===== src/rtl/axi_line_master.sv =====
// axi_line_master
// ---------------
// AXI4 master that moves one whole cache line per request. A line fill is a
// single INCR read burst of LINE_WORDS beats. A write-back is a single INCR
// write burst of LINE_WORDS beats. Only one transaction is in flight at a time.
//
// Cache side ports:
//   req_valid / req_ready  request handshake; ready is high only while idle
//   req_write              1 = write-back, 0 = line fill
//   req_addr               line address; the in-line offset bits are ignored
//   req_wline              write-back data, word 0 in the LSBs
//   rsp_valid              one-cycle completion pulse
//   rsp_rline              fill data, word 0 in the LSBs; unchanged by writes
//   rsp_err                completion error, valid with rsp_valid
// AXI side ports:
//   full AW/W/B/AR/R master channels; IDs, user, lock, cache, prot, qos and
//   region are tied to zero, and bursts are INCR with full-width beats.

module axi_line_master #(
    parameter int DATA_WIDTH = 32,
    parameter int ADDR_WIDTH = 32,
    parameter int ID_WIDTH   = 1,
    parameter int USER_WIDTH = 4,
    parameter int STRB_WIDTH = DATA_WIDTH / 8,
    parameter int LINE_WORDS = 4
) (
    input  logic                             ACLK,
    input  logic                             ARESET,
    // cache request / response port
    input  logic                             req_valid,
    output logic                             req_ready,
    input  logic                             req_write,
    input  logic [ADDR_WIDTH-1:0]            req_addr,
    input  logic [LINE_WORDS*DATA_WIDTH-1:0] req_wline,
    output logic                             rsp_valid,
    output logic [LINE_WORDS*DATA_WIDTH-1:0] rsp_rline,
    output logic                             rsp_err,
    // AXI write address channel
    output logic [ADDR_WIDTH-1:0]            m_AWADDR,
    output logic [7:0]                       m_AWLEN,
    output logic [2:0]                       m_AWSIZE,
    output logic [1:0]                       m_AWBURST,
    output logic [ID_WIDTH-1:0]              m_AWID,
    output logic                             m_AWLOCK,
    output logic [3:0]                       m_AWCACHE,
    output logic [2:0]                       m_AWPROT,
    output logic [3:0]                       m_AWQOS,
    output logic [3:0]                       m_AWREGION,
    output logic [USER_WIDTH-1:0]            m_AWUSER,
    output logic                             m_AWVALID,
    input  logic                             m_AWREADY,
    // AXI write data channel
    output logic [DATA_WIDTH-1:0]            m_WDATA,
    output logic [STRB_WIDTH-1:0]            m_WSTRB,
    output logic                             m_WLAST,
    output logic [USER_WIDTH-1:0]            m_WUSER,
    output logic                             m_WVALID,
    input  logic                             m_WREADY,
    // AXI write response channel
    input  logic [ID_WIDTH-1:0]              m_BID,
    input  logic [1:0]                       m_BRESP,
    input  logic                             m_BVALID,
    output logic                             m_BREADY,
    // AXI read address channel
    output logic [ADDR_WIDTH-1:0]            m_ARADDR,
    output logic [7:0]                       m_ARLEN,
    output logic [2:0]                       m_ARSIZE,
    output logic [1:0]                       m_ARBURST,
    output logic [ID_WIDTH-1:0]              m_ARID,
    output logic                             m_ARLOCK,
    output logic [3:0]                       m_ARCACHE,
    output logic [2:0]                       m_ARPROT,
    output logic [3:0]                       m_ARQOS,
    output logic [3:0]                       m_ARREGION,
    output logic [USER_WIDTH-1:0]            m_ARUSER,
    output logic                             m_ARVALID,
    input  logic                             m_ARREADY,
    // AXI read data channel
    input  logic [ID_WIDTH-1:0]              m_RID,
    input  logic [DATA_WIDTH-1:0]            m_RDATA,
    input  logic [1:0]                       m_RRESP,
    input  logic                             m_RLAST,
    input  logic                             m_RVALID,
    output logic                             m_RREADY
);

    localparam int LINE_BITS = LINE_WORDS * DATA_WIDTH;
    // One extra bit so the counter can represent "past the end of the line".
    localparam int BEAT_W    = $clog2(LINE_WORDS) + 1;
    localparam int OFFS_BITS = $clog2(LINE_WORDS * STRB_WIDTH);

    localparam logic [BEAT_W-1:0]     LAST_BEAT = BEAT_W'(LINE_WORDS - 1);
    localparam logic [BEAT_W-1:0]     BEAT_FULL = BEAT_W'(LINE_WORDS);
    localparam logic [ADDR_WIDTH-1:0] OFFS_MASK = ADDR_WIDTH'((64'd1 << OFFS_BITS) - 64'd1);

    typedef enum logic [2:0] {
        ST_IDLE,
        ST_AR,
        ST_R,
        ST_WR,
        ST_B,
        ST_RSP
    } state_t;

    state_t                  state_q;
    logic [ADDR_WIDTH-1:0]   addr_q;
    logic [LINE_BITS-1:0]    wline_q;
    logic [LINE_BITS-1:0]    rline_q;
    logic [BEAT_W-1:0]       beat_q;
    logic                    aw_done_q;
    logic                    w_done_q;
    logic                    err_q;
    logic                    req_ready_q;
    logic                    arvalid_q;
    logic                    awvalid_q;
    logic                    wvalid_q;
    logic                    bready_q;
    logic                    rready_q;
    logic                    rsp_valid_q;
    logic                    rsp_err_q;

    logic                    aw_hs;
    logic                    w_hs;
    logic                    w_last_hs;
    logic                    r_err_d;
    logic                    b_err_d;
    logic [DATA_WIDTH-1:0]   wdata_sel;

    // Response IDs carry no information because only one burst is ever open.
    logic unused_ids;
    assign unused_ids = ^{m_BID, m_RID};

    // Handshake decode and the error value a beat or write response would
    // leave behind. A read beat is in error on a bad RRESP, when it overruns
    // the line, or when it is the RLAST beat but not the final line word.
    always_comb begin
        aw_hs     = awvalid_q && m_AWREADY;
        w_hs      = wvalid_q && m_WREADY;
        w_last_hs = w_hs && (beat_q == LAST_BEAT);
        r_err_d   = err_q
                  | (m_RRESP != 2'b00)
                  | (beat_q >= BEAT_FULL)
                  | (m_RLAST && (beat_q != LAST_BEAT));
        b_err_d   = err_q | (m_BRESP != 2'b00);
    end

    // Write data comes straight from the latched line, indexed by the beat
    // counter, so it cannot change while the slave stalls W.
    always_comb begin
        wdata_sel = '0;
        for (int i = 0; i < LINE_WORDS; i++) begin
            if (beat_q == BEAT_W'(i)) begin
                wdata_sel = wline_q[i*DATA_WIDTH +: DATA_WIDTH];
            end
        end
    end

    // Transaction sequencer. All channel valid/ready outputs are registers
    // updated alongside the state so they never glitch.
    always_ff @(posedge ACLK) begin
        if (ARESET) begin
            state_q     <= ST_IDLE;
            addr_q      <= '0;
            wline_q     <= '0;
            rline_q     <= '0;
            beat_q      <= '0;
            aw_done_q   <= 1'b0;
            w_done_q    <= 1'b0;
            err_q       <= 1'b0;
            req_ready_q <= 1'b1;
            arvalid_q   <= 1'b0;
            awvalid_q   <= 1'b0;
            wvalid_q    <= 1'b0;
            bready_q    <= 1'b0;
            rready_q    <= 1'b0;
            rsp_valid_q <= 1'b0;
            rsp_err_q   <= 1'b0;
        end else begin
            rsp_valid_q <= 1'b0;
            case (state_q)
                ST_IDLE: begin
                    if (req_valid && req_ready_q) begin
                        addr_q      <= req_addr & ~OFFS_MASK;
                        wline_q     <= req_wline;
                        err_q       <= 1'b0;
                        beat_q      <= '0;
                        aw_done_q   <= 1'b0;
                        w_done_q    <= 1'b0;
                        req_ready_q <= 1'b0;
                        if (req_write) begin
                            awvalid_q <= 1'b1;
                            wvalid_q  <= 1'b1;
                            state_q   <= ST_WR;
                        end else begin
                            arvalid_q <= 1'b1;
                            state_q   <= ST_AR;
                        end
                    end
                end
                ST_AR: begin
                    if (m_ARREADY) begin
                        arvalid_q <= 1'b0;
                        rready_q  <= 1'b1;
                        state_q   <= ST_R;
                    end
                end
                ST_R: begin
                    if (m_RVALID) begin
                        err_q <= r_err_d;
                        // Beats past the end of the line are dropped; the
                        // counter parks at LINE_WORDS so it cannot wrap.
                        if (beat_q < BEAT_FULL) begin
                            for (int i = 0; i < LINE_WORDS; i++) begin
                                if (beat_q == BEAT_W'(i)) begin
                                    rline_q[i*DATA_WIDTH +: DATA_WIDTH] <= m_RDATA;
                                end
                            end
                            beat_q <= beat_q + BEAT_W'(1);
                        end
                        if (m_RLAST) begin
                            rready_q    <= 1'b0;
                            rsp_valid_q <= 1'b1;
                            rsp_err_q   <= r_err_d;
                            state_q     <= ST_RSP;
                        end
                    end
                end
                ST_WR: begin
                    // AW and W run independently; whichever finishes first
                    // simply waits for the other.
                    if (aw_hs) begin
                        awvalid_q <= 1'b0;
                        aw_done_q <= 1'b1;
                    end
                    if (w_hs) begin
                        if (beat_q == LAST_BEAT) begin
                            wvalid_q <= 1'b0;
                            w_done_q <= 1'b1;
                        end else begin
                            beat_q <= beat_q + BEAT_W'(1);
                        end
                    end
                    if ((aw_done_q || aw_hs) && (w_done_q || w_last_hs)) begin
                        bready_q <= 1'b1;
                        state_q  <= ST_B;
                    end
                end
                ST_B: begin
                    if (m_BVALID) begin
                        bready_q    <= 1'b0;
                        err_q       <= b_err_d;
                        rsp_valid_q <= 1'b1;
                        rsp_err_q   <= b_err_d;
                        state_q     <= ST_RSP;
                    end
                end
                ST_RSP: begin
                    req_ready_q <= 1'b1;
                    state_q     <= ST_IDLE;
                end
                default: begin
                    state_q <= ST_IDLE;
                end
            endcase
        end
    end

    assign req_ready  = req_ready_q;
    assign rsp_valid  = rsp_valid_q;
    assign rsp_rline  = rline_q;
    assign rsp_err    = rsp_err_q;

    assign m_AWADDR   = addr_q;
    assign m_AWLEN    = 8'(LINE_WORDS - 1);
    assign m_AWSIZE   = 3'($clog2(STRB_WIDTH));
    assign m_AWBURST  = 2'b01;
    assign m_AWID     = '0;
    assign m_AWLOCK   = 1'b0;
    assign m_AWCACHE  = 4'b0000;
    assign m_AWPROT   = 3'b000;
    assign m_AWQOS    = 4'b0000;
    assign m_AWREGION = 4'b0000;
    assign m_AWUSER   = '0;
    assign m_AWVALID  = awvalid_q;

    assign m_WDATA    = wdata_sel;
    assign m_WSTRB    = '1;
    assign m_WLAST    = (beat_q == LAST_BEAT);
    assign m_WUSER    = '0;
    assign m_WVALID   = wvalid_q;

    assign m_BREADY   = bready_q;

    assign m_ARADDR   = addr_q;
    assign m_ARLEN    = 8'(LINE_WORDS - 1);
    assign m_ARSIZE   = 3'($clog2(STRB_WIDTH));
    assign m_ARBURST  = 2'b01;
    assign m_ARID     = '0;
    assign m_ARLOCK   = 1'b0;
    assign m_ARCACHE  = 4'b0000;
    assign m_ARPROT   = 3'b000;
    assign m_ARQOS    = 4'b0000;
    assign m_ARREGION = 4'b0000;
    assign m_ARUSER   = '0;
    assign m_ARVALID  = arvalid_q;

    assign m_RREADY   = rready_q;

endmodule


===== config.mk =====
export PLATFORM = sky130hd
export DESIGN_NAME = axi_line_master
export DESIGN_NICKNAME = d
export VERILOG_FILES = /design/src/rtl/axi_line_master.sv
export SDC_FILE = /design/constraint.sdc
export NUM_CORES = 1
export LEC_CHECK = 0
export ABC_AREA = 1
export BUFFER_PORTS_ARGS = -buffer_cell sky130_fd_sc_hd__clkbuf_2
export CAP_MARGIN = 20
export CORE_AREA = 3 3 202 204
export DETAILED_ROUTE_END_ITERATION = 12
export DIE_AREA = 0 0 205 207
export PLACE_DENSITY_LB_ADDON = 0.1
export SLEW_MARGIN = 20
export SYNTH_ARGS = -nofsm -noshare
export SYNTH_HDL_FRONTEND = slang
export SYNTH_SLANG_ARGS = --single-unit

===== constraint.sdc =====
create_clock -name ACLK -period 1.75 [get_ports ACLK]
set_input_delay 0.175 -clock ACLK [delete_from_list [all_inputs] [get_ports ACLK]]
set_output_delay 0.175 -clock ACLK [all_outputs]
set_load 0.03 [all_outputs]

==> Implementation_results.wiki <==
{| class="wikitable"
! Metric !! Value
|-
| Run status || finished with violations
|-
| Violations in the final reports || negative setup slack
|-
| Final-report max-slew violation count || 0
|-
| Total power of the final layout || between 20 and 30 mW
|-
| Slack of the critical path || -0.590 ns
|-
| Yosys synthesis warning count || 0
|-
| Simple-gate share of the synthesized area || 0.228
|-
| Setup violations, final || between 60 and 70
|-
| Largest area contributor in the netlist || sky130_fd_sc_hd__dfxtp_1
|-
| End of the worst register-to-register path || rsp_rline[24]$_SDFFE_PP0P_
|-
| DIE AREA || around 0.042 mm^2
|-
| Mux cell area share after synthesis || 0
|-
| Worst min-delay path startpoint || m_BVALID
|-
| # port buffers || approximately 430
|-
| First-pass DRT Iterations || 5
|-
| Utilization after layout || 0.510
|-
| Register area share after synthesis || 0.470
|-
| Worst r2r path cells || 13
|-
| Cells on Worst Hold Path || 4
|-
| Dominant combinational cell family by area after synthesis || simple AND/OR/NAND/NOR gates
|-
| Reported leakage power || 8.86 nW
|-
| HPWL after detailed placement || between 30 and 40 mm
|-
| Critical register-to-register path startpoint || beat_q[0]$_SDFFE_PP0P_
|-
| First-pass GRT wire length || around 73 mm
|-
| Placed cell area || roughly 0.016 mm^2
|-
| Data arrival time at the worst-slack endpoint || 2.17 ns
|-
| CP startpoint kind || flip-flop
|-
| Post-layout min period || 2.34 ns
|-
| Total of flip-flops plus latches after synthesis || approximately 300
|-
| Final hold violation count || 0
|-
| Non-filler instance count after layout || 2865
|-
| RSZ-0062 raised after global routing || yes
|-
| Post-synth top flop || sky130_fd_sc_hd__dfxtp_1
|-
| Number of buffers added by the clock tree synthesis step || 36
|-
| FMAX || roughly 430 MHz
|-
| Relative slew slack || 0.580
|-
| Die span in x || 205 um
|-
| Fin crit share || 1.34
|-
| Synth Area in XOR/XNOR || 0
|-
| Worst hold path class || in -> reg
|-
| Post-synthesis cell area || ~0.013 mm^2
|-
| Mean routed wirelength per cell || between 15 and 20 um
|-
| Area share of the leading cell type in the synthesized netlist || 0.470
|-
| P per Cell Area || around 1300 mW/mm^2
|-
| Starting DRC count in detailed routing || 500
|-
| Gr usage total || 0.215
|-
| Worst supply voltage drop on vdd || 0.000797 V
|-
| Worst clock skew || 0.0165 ns
|-
| Register-to-register path setup slack || -0.09 ns
|-
| Mean post-synth cell area || ~7.5 um^2
|-
| Layout cells sized above 1 || 0.310
|-
| Compound-cell area share of the yosys netlist || 0.164
|-
| Wire length after detailed routing || a little under 50 mm
|-
| Kind of end point of the critical path || output port
|-
| Starting Density || 0.325
|-
| TritonCTS clock tree || built
|-
| Filler cell count || around 3900
|-
| Initial antenna violation count || 3
|-
| Final weighted congestion in routability-driven placement || 0.800
|-
| Number of H-tree levels || 2
|-
| Library cells used by synthesis || 27
|-
| Adder and majority gate portion of the synthesized area || 0.00488
|-
| Final global-route overflow total || 0
|-
| Placeable Area || 0.0395 mm^2
|-
| Total clock sinks || between 300 and 400
|-
| Synth Instances || between 1500 and 2000
|-
| Final design area excluding fillers || a little over 0.02 mm^2
|-
| Longest Clk Path Bufs || 3
|-
| Area overhead of the layout relative to synthesis || 56.9%
|-
| Number of global-route vias before repair || ~13000
|-
| Vias after detailed routing || 13500
|-
| Max cap viols || 0
|-
| Clk slew on worst S/H paths || roughly 0.06 ns
|-
| Biggest area contributors in the synthesized netlist || sky130_fd_sc_hd__dfxtp_1 47%, sky130_fd_sc_hd__nor2_1 8.3%, sky130_fd_sc_hd__nand3_1 7.9%
|-
| DRC Markers || 0
|-
| NumNets Final || about 2500
|-
| Maximum number of pins on one net before global-route repair || around 130
|-
| Actual transition at the worst max-transition pin || 0.630 ns
|-
| Cell at the root of the clock tree || sky130_fd_sc_hd__clkbuf_16
|-
| Worst setup path class || reg -> out
|-
| Worst-skew pair later-pin latency || 0.54 ns
|-
| Site row count || 73
|-
| Number of placed instances, taps included || roughly 2600
|-
| Boundary Pins || 517
|-
| CP required || about 1.6 ns
|-
| Die outline height || roughly 210 um
|-
| Number of synthesized flops with an enable pin || 0
|-
| DRT antenna net count || 0
|-
| Via density || around 4.7
|-
| Worst-case hold path end point || m_BREADY$_SDFFE_PP0P_
|-
| Async S/R FF share, synth || 0
|-
| Final Hold Slack || around 0.042 ns
|-
| Critical-path maximum fanout || 5
|}
[layout by cell type, fill, tap and decap left out, types with 36 or more instances in the layout]
cell type                       count
sky130_fd_sc_hd__conb_1            84
sky130_fd_sc_hd__dlygate4sd3_1    192
sky130_fd_sc_hd__nand2_1          191
sky130_fd_sc_hd__nand3_2           36
sky130_fd_sc_hd__clkbuf_16         41
sky130_fd_sc_hd__o21ai_0          128
sky130_fd_sc_hd__dfxtp_1          298
sky130_fd_sc_hd__buf_4             43
sky130_fd_sc_hd__clkbuf_2         392
sky130_fd_sc_hd__nand3_1          167
sky130_fd_sc_hd__a21oi_1          169
sky130_fd_sc_hd__nor2_1           252
sky130_fd_sc_hd__inv_1             52
[cell families (layout without fill, tap and decap cells)]
family | Yosys count | after routing
AND/OR/NAND/NOR | 700 | 700
AO/OA/AOI/OAI | 403 | 403
flip-flops | 301 | 301
adder cells (fa/ha/maj) | 5 | 5
buffers and inverters | 306 | 845
other | 2 | 86
[sequential cells by signal, summed over array words and instances (netlist names), 3 cells and up]
register   flops
beat_q         3
m_ARADDR      28
rsp_rline    128
state_q        3
wline_q      128
[area by class of cell]
type	instances	area [um^2]	area share
multi-input cells	1192	6200	0.308
flip-flops and latches	301	6030	0.300
repair buffers	714	5760	0.286
clock buffers	54	1070	0.0532
well taps	525	657	0.0326
inverters	66	290	0.0144
clock inverters	11	115	0.00572
diodes	2	5.00	0.000249
[layer usage]
layer,vias up,global-route usage,share of wire
li1,6696,-,-
met1,6257,0.261,0.41
met2,439,0.377,0.50
met3,84,0.0421,0.065
met4,2,0.0773,0.029
met5,-,0,0.00023
[synthesized netlist by cell type, types with 23 or more instances]
cell                         n
sky130_fd_sc_hd__a21oi_1   170
sky130_fd_sc_hd__buf_2      36
sky130_fd_sc_hd__buf_4     120
sky130_fd_sc_hd__clkbuf_1   70
sky130_fd_sc_hd__dfxtp_1   301
sky130_fd_sc_hd__inv_1      59
sky130_fd_sc_hd__nand2_1   199
sky130_fd_sc_hd__nand3_1   203
sky130_fd_sc_hd__nor2_1    284
sky130_fd_sc_hd__o211ai_1   32
sky130_fd_sc_hd__o21ai_0   176
sky130_fd_sc_hd__o21ai_1    23
[worst max path at each step]
stage | start | end | slack, ns | cells past startpoint
finish | beat_q[0]$_SDFFE_PP0P_ | m_WDATA[29] | -0.59 | 9
global route | beat_q[0]$_SDFFE_PP0P_ | m_WDATA[3] | -0.67 | 12
CTS | beat_q[1]$_SDFFE_PP0P_ | m_WDATA[11] | -0.62 | 10
detailed placement | beat_q[0]$_SDFFE_PP0P_ | m_WDATA[12] | -0.11 | 8
global placement | beat_q[2]$_SDFFE_PP0P_ | m_WDATA[11] | -0.09 | 7
floorplan | beat_q[1]$_SDFFE_PP0P_ | m_WDATA[23] | 0.04 | 9
[stage by stage]
| stage | TNS, ns | worst slack [ns] |
|---|---|---|
| after floorplan | 0 | 0.0378 |
| after global placement | -1.31 | -0.0942 |
| after detailed placement | -1.58 | -0.110 |
| after CTS | -18.37 | -0.624 |
| after global routing | -24.91 | -0.672 |
| final | -18.70 | -0.590 |
[where the power goes]
part           switching (mW)  leakage (nW)  internal, mW
clock                    3.00         0.585          4.53
combinational            6.19          5.83          3.86
sequential              0.602          2.45          7.91
[worst max-delay path: stages (launching register included)]
cell and delay [ns]:
sky130_fd_sc_hd__dfxtp_4 0.39, sky130_fd_sc_hd__inv_6 0.05, sky130_fd_sc_hd__buf_12 0.12, sky130_fd_sc_hd__ha_4 0.16, sky130_fd_sc_hd__nand2_8 0.11, sky130_fd_sc_hd__bufbuf_16 0.27, sky130_fd_sc_hd__nand3_1 0.08, sky130_fd_sc_hd__o211ai_1 0.17
sky130_fd_sc_hd__o21ai_4 0.10, sky130_fd_sc_hd__clkbuf_8 0.17
[what timing repair did]
item | in CTS | in global routing
pin swaps | 15 | 24
buffers inserted | 6 | 5
endpoints found under the setup margin | 52 | 135
gates cloned | 7 | 4
resized for setup | 125 | 129
hold endpoints to repair | 287 | 0
hold buffers | 192 | 0
No activity file was read; power rests on OpenSTA's default activity.
